`config.mk`:
```
export PLATFORM = sky130hd
export DESIGN_NAME = trade_alert_synth
export DESIGN_NICKNAME = d
export VERILOG_FILES = /design/src/rtl/trade_alert_synth.sv
export SDC_FILE = /design/constraint.sdc
export NUM_CORES = 1
export LEC_CHECK = 0
export ABC_AREA = 0
export BUFFER_PORTS_ARGS = -buffer_cell sky130_fd_sc_hd__buf_2
export CAP_MARGIN = 20
export CORE_MARGIN = 3
export CORE_UTILIZATION = 64
export DETAILED_ROUTE_END_ITERATION = 6
export PLACE_DENSITY_LB_ADDON = 0.15
export SETUP_SLACK_MARGIN = 0.3
export SKIP_LAST_GASP = 1
export SLEW_MARGIN = 10
export SYNTH_ARGS = -nofsm -noshare
export SYNTH_HDL_FRONTEND = slang
export SYNTH_SLANG_ARGS = --single-unit
```
`constraint.sdc`:
```
create_clock -name clk -period 6.85 [get_ports clk]
set_input_delay 0.3425 -clock clk [delete_from_list [all_inputs] [get_ports clk]]
set_output_delay 0.3425 -clock clk [all_outputs]
set_load 0.01 [all_outputs]
```
`src/rtl/trade_alert_synth.sv`:
```
// trade_alert_synth
// Turns matching-engine trade events into short stereo square-wave chirps
// for the WM8731 serial audio controller.
// A buy or sell event plays two notes separated by a silent gap: a low then
// high tone for a buy, and the reverse for a sell. A cancel plays a single
// low note. Each note starts at AMP_MAX, and the amplitude halves every
// DECAY_SAMPLES samples. One 16-bit signed sample pair is produced per audio
// frame and held stable until the next frame.
//
// Ports:
//   clk          system clock
//   rst          synchronous, active-high reset
//   evt_valid    trade event offered
//   evt_type     0=buy, 1=sell, 2=cancel, 3=reserved (accepted and dropped)
//   evt_ready    high while the 1-deep pending slot is empty
//   busy         high whenever a chirp (note or gap) is in progress
//   sample_tick  one-cycle strobe marking each sample boundary
//   left_data    signed left sample, updated the cycle after sample_tick
//   right_data   signed right sample, updated the cycle after sample_tick
module trade_alert_synth #(
   parameter int          CLK_PER_SAMPLE = 256,
   parameter int          NOTE_SAMPLES   = 9766,
   parameter int          GAP_SAMPLES    = 1953,
   parameter int          HALF_LO        = 195,
   parameter int          HALF_HI        = 98,
   parameter int          DECAY_SAMPLES  = 1024,
   parameter logic [15:0] AMP_MAX        = 16'h2000
) (
   input  logic               clk,
   input  logic               rst,
   input  logic               evt_valid,
   input  logic [1:0]         evt_type,
   output logic               evt_ready,
   output logic               busy,
   output logic               sample_tick,
   output logic signed [15:0] left_data,
   output logic signed [15:0] right_data
);

   localparam int TICK_W   = (CLK_PER_SAMPLE > 1) ? $clog2(CLK_PER_SAMPLE) : 1;
   localparam int CNT_MAX  = (NOTE_SAMPLES > GAP_SAMPLES) ? NOTE_SAMPLES : GAP_SAMPLES;
   localparam int CNT_W    = $clog2(CNT_MAX + 1);
   localparam int HALF_MAX = (HALF_LO > HALF_HI) ? HALF_LO : HALF_HI;
   localparam int TONE_W   = $clog2(HALF_MAX + 1);

   localparam logic [TICK_W-1:0] TICK_LAST = TICK_W'(CLK_PER_SAMPLE - 1);
   localparam logic [CNT_W-1:0]  NOTE_LAST = CNT_W'(NOTE_SAMPLES - 1);
   localparam logic [CNT_W-1:0]  GAP_LAST  = CNT_W'(GAP_SAMPLES - 1);
   localparam logic [TONE_W-1:0] LO_LAST   = TONE_W'(HALF_LO - 1);
   localparam logic [TONE_W-1:0] HI_LAST   = TONE_W'(HALF_HI - 1);

   localparam logic [1:0] EVT_BUY    = 2'd0;
   localparam logic [1:0] EVT_SELL   = 2'd1;
   localparam logic [1:0] EVT_CANCEL = 2'd2;
   localparam logic [1:0] EVT_RSVD   = 2'd3;

   typedef enum logic [1:0] {
      ST_IDLE   = 2'd0,
      ST_NOTE_A = 2'd1,
      ST_GAP    = 2'd2,
      ST_NOTE_B = 2'd3
   } state_t;

   // Registers
   logic [TICK_W-1:0]  tick_cnt_r;
   logic               sample_tick_r;
   logic               pend_valid_r;
   logic [1:0]         pend_type_r;
   logic               evt_ready_r;
   state_t             state_r;
   logic [1:0]         type_r;
   logic [CNT_W-1:0]   cnt_r;
   logic [TONE_W-1:0]  tone_r;
   logic               phase_r;
   logic               busy_r;
   logic signed [15:0] left_r;
   logic signed [15:0] right_r;

   // Combinational signals
   logic [TICK_W-1:0]  tick_nxt_s;
   logic               accept_s;
   logic               pop_s;
   logic               pend_valid_nxt_s;
   logic [1:0]         pend_type_nxt_s;
   logic [TONE_W-1:0]  half_last_s;
   logic [TONE_W-1:0]  tone_adv_s;
   logic               phase_adv_s;
   state_t             state_nxt_s;
   logic [1:0]         type_nxt_s;
   logic [CNT_W-1:0]   cnt_nxt_s;
   logic [TONE_W-1:0]  tone_nxt_s;
   logic               phase_nxt_s;
   logic [31:0]        shift_s;
   logic [15:0]        amp_s;
   logic signed [15:0] s_s;
   logic signed [15:0] s_half_s;
   logic signed [15:0] left_nxt_s;
   logic signed [15:0] right_nxt_s;

   assign evt_ready   = evt_ready_r;
   assign busy        = busy_r;
   assign sample_tick = sample_tick_r;
   assign left_data   = left_r;
   assign right_data  = right_r;

   assign accept_s = evt_valid && evt_ready_r;

   // Next value of the free-running sample-period counter.
   always_comb begin
      if (tick_cnt_r == TICK_LAST) begin
         tick_nxt_s = {TICK_W{1'b0}};
      end else begin
         tick_nxt_s = tick_cnt_r + TICK_W'(1'b1);
      end
   end

   // Sample-period counter; the strobe is registered so it is high exactly
   // while the counter holds its last value.
   always_ff @(posedge clk) begin
      if (rst) begin
         tick_cnt_r    <= {TICK_W{1'b0}};
         sample_tick_r <= 1'b0;
      end else begin
         tick_cnt_r    <= tick_nxt_s;
         sample_tick_r <= (tick_nxt_s == TICK_LAST);
      end
   end

   // Pending slot update. Accept and pop never coincide because accept needs
   // an empty slot and pop needs a full one. Reserved events are taken off
   // the bus but never stored.
   always_comb begin
      pend_valid_nxt_s = pend_valid_r;
      pend_type_nxt_s  = pend_type_r;
      if (sample_tick_r && pop_s) begin
         pend_valid_nxt_s = 1'b0;
      end else if (accept_s && (evt_type != EVT_RSVD)) begin
         pend_valid_nxt_s = 1'b1;
         pend_type_nxt_s  = evt_type;
      end else begin
         pend_valid_nxt_s = pend_valid_r;
      end
   end

   // Pending slot register and the ready flag derived from its next state.
   always_ff @(posedge clk) begin
      if (rst) begin
         pend_valid_r <= 1'b0;
         pend_type_r  <= EVT_BUY;
         evt_ready_r  <= 1'b1;
      end else begin
         pend_valid_r <= pend_valid_nxt_s;
         pend_type_r  <= pend_type_nxt_s;
         evt_ready_r  <= !pend_valid_nxt_s;
      end
   end

   // Tone half-period for the current note and the advanced tone counter/phase.
   always_comb begin
      if (state_r == ST_NOTE_A) begin
         half_last_s = (type_r == EVT_SELL) ? HI_LAST : LO_LAST;
      end else begin
         half_last_s = (type_r == EVT_BUY) ? HI_LAST : LO_LAST;
      end
      if (tone_r == half_last_s) begin
         tone_adv_s  = {TONE_W{1'b0}};
         phase_adv_s = ~phase_r;
      end else begin
         tone_adv_s  = tone_r + TONE_W'(1'b1);
         phase_adv_s = phase_r;
      end
   end

   // FSM next state. The counters always describe the sample that is about
   // to be presented, so every new note starts with count 0, tone 0 and a
   // positive phase.
   always_comb begin
      state_nxt_s = state_r;
      type_nxt_s  = type_r;
      cnt_nxt_s   = cnt_r;
      tone_nxt_s  = tone_r;
      phase_nxt_s = phase_r;
      pop_s       = 1'b0;
      case (state_r)
         ST_IDLE: begin
            if (pend_valid_r) begin
               pop_s       = 1'b1;
               state_nxt_s = ST_NOTE_A;
               type_nxt_s  = pend_type_r;
               cnt_nxt_s   = {CNT_W{1'b0}};
               tone_nxt_s  = {TONE_W{1'b0}};
               phase_nxt_s = 1'b1;
            end else begin
               state_nxt_s = ST_IDLE;
            end
         end
         ST_NOTE_A: begin
            if (cnt_r == NOTE_LAST) begin
               state_nxt_s = (type_r == EVT_CANCEL) ? ST_IDLE : ST_GAP;
               cnt_nxt_s   = {CNT_W{1'b0}};
               tone_nxt_s  = {TONE_W{1'b0}};
               phase_nxt_s = 1'b1;
            end else begin
               cnt_nxt_s   = cnt_r + CNT_W'(1'b1);
               tone_nxt_s  = tone_adv_s;
               phase_nxt_s = phase_adv_s;
            end
         end
         ST_GAP: begin
            if (cnt_r == GAP_LAST) begin
               state_nxt_s = ST_NOTE_B;
               cnt_nxt_s   = {CNT_W{1'b0}};
               tone_nxt_s  = {TONE_W{1'b0}};
               phase_nxt_s = 1'b1;
            end else begin
               cnt_nxt_s   = cnt_r + CNT_W'(1'b1);
            end
         end
         ST_NOTE_B: begin
            if (cnt_r == NOTE_LAST) begin
               cnt_nxt_s   = {CNT_W{1'b0}};
               tone_nxt_s  = {TONE_W{1'b0}};
               phase_nxt_s = 1'b1;
               if (pend_valid_r) begin
                  // Chain straight into the queued chirp with no idle sample.
                  pop_s       = 1'b1;
                  state_nxt_s = ST_NOTE_A;
                  type_nxt_s  = pend_type_r;
               end else begin
                  state_nxt_s = ST_IDLE;
               end
            end else begin
               cnt_nxt_s   = cnt_r + CNT_W'(1'b1);
               tone_nxt_s  = tone_adv_s;
               phase_nxt_s = phase_adv_s;
            end
         end
         default: begin
            state_nxt_s = ST_IDLE;
            cnt_nxt_s   = {CNT_W{1'b0}};
            tone_nxt_s  = {TONE_W{1'b0}};
            phase_nxt_s = 1'b1;
         end
      endcase
   end

   // Sample value for the coming frame, computed from the next-state values
   // so the output lines up with the state it belongs to. Shifts of 16 or
   // more leave the amplitude at 0.
   always_comb begin
      shift_s  = 32'(cnt_nxt_s) / 32'(DECAY_SAMPLES);
      amp_s    = AMP_MAX >> shift_s;
      if (phase_nxt_s) begin
         s_s = signed'(amp_s);
      end else begin
         s_s = signed'(16'd0 - amp_s);
      end
      s_half_s    = s_s >>> 1;
      left_nxt_s  = 16'sd0;
      right_nxt_s = 16'sd0;
      if ((state_nxt_s == ST_NOTE_A) || (state_nxt_s == ST_NOTE_B)) begin
         case (type_nxt_s)
            EVT_BUY: begin
               left_nxt_s  = s_s;
               right_nxt_s = s_half_s;
            end
            EVT_SELL: begin
               left_nxt_s  = s_half_s;
               right_nxt_s = s_s;
            end
            EVT_CANCEL: begin
               left_nxt_s  = s_s;
               right_nxt_s = s_s;
            end
            default: begin
               left_nxt_s  = 16'sd0;
               right_nxt_s = 16'sd0;
            end
         endcase
      end else begin
         left_nxt_s  = 16'sd0;
         right_nxt_s = 16'sd0;
      end
   end

   // FSM state, counters and sample outputs; they advance only at sample ticks.
   always_ff @(posedge clk) begin
      if (rst) begin
         state_r <= ST_IDLE;
         type_r  <= EVT_BUY;
         cnt_r   <= {CNT_W{1'b0}};
         tone_r  <= {TONE_W{1'b0}};
         phase_r <= 1'b1;
         busy_r  <= 1'b0;
         left_r  <= 16'sd0;
         right_r <= 16'sd0;
      end else if (sample_tick_r) begin
         state_r <= state_nxt_s;
         type_r  <= type_nxt_s;
         cnt_r   <= cnt_nxt_s;
         tone_r  <= tone_nxt_s;
         phase_r <= phase_nxt_s;
         busy_r  <= (state_nxt_s != ST_IDLE);
         left_r  <= left_nxt_s;
         right_r <= right_nxt_s;
      end
   end

endmodule

```
==> results by group <==
Worst setup path
  • Largest fanout on the critical path: 15
  • Crit end category: flop
  • Critical Path RT: 7.09 ns
  • Buf/Inv on CP: 3
  • Crit path kind: flop to flop
  • Slowest stage cell, crit path: o21ai_2
  • R2R Setup Slk: 2.94 ns
  • Crit path launch type: flop
  • R2R depth: 13
  • CP max stage delay: around 0.56 ns
  • RR Startpoint: cnt_r[0]$_SDFFE_PP0P_
  • Crit path cell chain: inv_1 -> ha_1 -> nor3b_1 -> a41oi_2 -> o21ai_2 -> o21ai_0 -> buf_4 -> nor4_1 -> inv_1 -> ha_1 -> o211a_1 -> a31o_1 -> a221o_1
  • CP Data Arrival Time: 4.15 ns
  • Reg-to-Reg End: right_data[8]$_SDFFE_PP0P_
  • Top delay family on crit path: compound AO/OA/AOI/OAI gates

Run
  • Max-Cap Viols: 0

Clock network
  • Clock Path Buffers: 2
  • PostCTS Resize Cnt: 0
  • Clk Latency, worst-skew pair: 0.36 ns
  • Root buf cell: clkbuf_8
  • Clock-pin slew on the worst setup and hold paths: 0.08 ns
  • CTS tree: built
  • Post-CTS setup buffer count: 0
  • CTS buffer count: 9
  • CTS H-tree lvls: 3
  • Cts hold-fix bufs: 0
  • CTS Sinks: 73

Floorplanning
  • Width of the chip: between 80 and 90 microns
  • Die area: 7390 sq um
  • Starting Density: 67.5%
  • Rows: 28
  • Die Ht: 86.0 microns
  • Core Box Area: 6060 sq um
  • Top Ports: 40

STA
  • Max Freq: 256 MHz
  • Slew headroom: 34.1%
  • Final Setup Violations: 0
  • Setup TNS: 0 ns
  • Final Hold Viols: 0
  • Final Cycle Share: 57.1%
  • Fin Hold WS: ~0.24 ns
  • Final slew viol count: 0
  • Measured slew at the worst slew-check pin: 0.981 ns
  • Final WS setup: 2.94 ns
  • Post-layout minimum cycle time: 3.91 ns
  • Clock Skew: 0.00755 ns
  • RSZ-0062 raised after global routing: false

Cells and area
  • Synth-to-layout area growth: 9.97%
  • Post-route cell area: 4500 sq um
  • Register area: roughly 1500 sq um
  • Share of cells above drive strength 1: ~15%
  • Layout fillers: around 480
  • Final net count: 528
  • Finished Core Util: 74.2%
  • Multi-input gate area: between 2000 and 2500 sq um
  • Non-Filler Instances: 587
  • Antenna Cells: 0

Routing
  • Detail Route Antenna Nets: 0
  • Wire per inst: 16.9 microns
  • Vias after detailed routing: 3726
  • Initial DRT Pass Iterations: 5
  • Post-route DRC: 0
  • Final WL: 9920 microns
  • Routed vias/inst: around 6.3
  • Initial DRC count: 407

GRT
  • Largest net degree at the start of global routing: 44
  • Vias in the first global route: 3526
  • GRT Util Overall: 27.9%
  • Global-route wire length before repair: roughly 17000 microns
  • Gr ovfl total: 0
  • Antenna violations before repair: 0

Placement
  • # placed instances: 571
  • Count of input and output buffers: 39
  • Dpl hpwl: 7010 microns
  • DP Area: approximately 4300 sq um
  • Pre-CTS setup slack: 3.00 ns
  • Placer Congestion: a little under 0.9

Synthesis
  • Synth Cell Area: 4090 sq um
  • Avg Cell Area, Syn: 8.61 sq um
  • Ys async rst share: 0%
  • Distinct cells, synth: 72
  • EDFF count, synth: 0
  • Most common cell in the netlist: dfxtp_1
  • Top post-synthesis cells by area: dfxtp_1, nor2_1, ha_1
  • Share of the synthesized area in the top cell type: 35.7%
  • Net count after synthesis: 496
  • Sequential element share of the synthesized area: 35.7%
  • Synth area leader: dfxtp_1
  • Most frequent cells after synthesis: dfxtp_1, nor2_1, nand2_1
  • Post-synthesis cell count: 475
  • Yosys warning count: 0
  • Seq cells post-synth: 73
  • Primary FF master, synth: dfxtp_1

Min path
  • WHS Endpoint: pend_type_r[1]$_SDFFE_PP0P_
  • Hold Crit Class: primary input to flop
  • Worst hold start: evt_type[1]
  • Hold depth: 3

Power and ir drop
  • Maximum VDD drop: roughly 190 uV
  • P per Cell Area: about 180 nW/um^2
  • Leak: 1.76 nW
  • Total power: around 0.83 mW

Run status
  • Outcome: finished, final reports clean
## layout make-up
cell class / count / area share (%)
Clock inverter: 6 / 2.03
Sequential cell: 73 / 32.5
Multi-Input combinational cell: 360 / 54.1
Inverter: 22 / 1.84
Clock buffer: 10 / 2.84
Tap cell: 75 / 2.09
Timing Repair Buffer: 41 / 4.67
## registers in the layout, summed over array words and instances, names as in the netlist, 2 cells and up
register / cells
right_data: 16
cnt_r: 14
pend_type_r: 2
left_data: 16
type_r: 2
tone_r: 8
state_r: 2
tick_cnt_r: 8
## layer usage
layer	GRT usage, %	part of all wire, %	routed length [microns]
met1	35.5	44	4390
met2	47.0	48	4800
met3	5.96	5.8	576
met4	8.92	1.6	161
met5	0	0	0
## where the power goes
part           internal, mW  leakage (nW)  switching (mW)  total (mW)
clock                 0.207         0.111           0.169       0.376
combinational       0.00792          1.06          0.0165      0.0244
sequential            0.427         0.589         0.00398       0.431
total                 0.642          1.76           0.189       0.832
## logic make-up (layout without fill, tap and decap cells)
kind of cell | count (synthesis) | in the layout | synth area share, %
flip-flops | 73 | 73 | 35.7
XOR/XNOR | 24 | 24 | 5.14
AND/OR/NAND/NOR | 189 | 189 | 24.0
buffers and inverters | 42 | 79 | 4.83
multiplexers | 8 | 8 | 1.96
adder cells (fa/ha/maj) | 16 | 16 | 4.89
AO/OA/AOI/OAI | 123 | 123 | 23.5
## worst max-delay path by stage
stage / from / to / slack, ns / cells past startpoint
after global routing: cnt_r[0]$_SDFFE_PP0P_ / right_data[6]$_SDFFE_PP0P_ / 2.63 / 14
after floorplan: cnt_r[1]$_SDFFE_PP0P_ / right_data[8]$_SDFFE_PP0P_ / 3.46 / 14
after detailed placement: cnt_r[0]$_SDFFE_PP0P_ / right_data[5]$_SDFFE_PP0P_ / 3.00 / 14
final: cnt_r[0]$_SDFFE_PP0P_ / right_data[8]$_SDFFE_PP0P_ / 2.94 / 13
after CTS: cnt_r[1]$_SDFFE_PP0P_ / right_data[6]$_SDFFE_PP0P_ / 2.96 / 14
after global placement: cnt_r[4]$_SDFFE_PP0P_ / right_data[8]$_SDFFE_PP0P_ / 3.20 / 11
## worst register-to-register path, delay by kind of cell (launching register included)
family / cells / cell delay [ns]
AOI/OAI and AO/OA: 6 / 1.82
and+or+nand+nor: 2 / 0.72
adders and majority gates: 2 / 0.48
buffers and inverters: 3 / 0.43
DFF: 1 / 0.35
## layout by cell type, fill, tap and decap left out, drive strengths merged, types with 4 or more instances in the layout
master / n
a211oi: 7
nand2: 40
a31oi: 4
nand3: 13
o221ai: 4
a22oi: 13
a21o: 5
o211ai: 4
and2: 10
ha: 16
a221o: 9
xnor2: 6
mux2i: 8
nor2b: 5
inv: 22
o21ai: 25
clkinv: 4
a41oi: 4
dfxtp: 73
buf: 41
a21oi: 18
nand2b: 4
nor3: 9
xor2: 18
nor4: 4
nor2: 66
clkbuf: 10
a22o: 4
nand4: 14
or3: 5
Power figures use the tool's default switching activity.
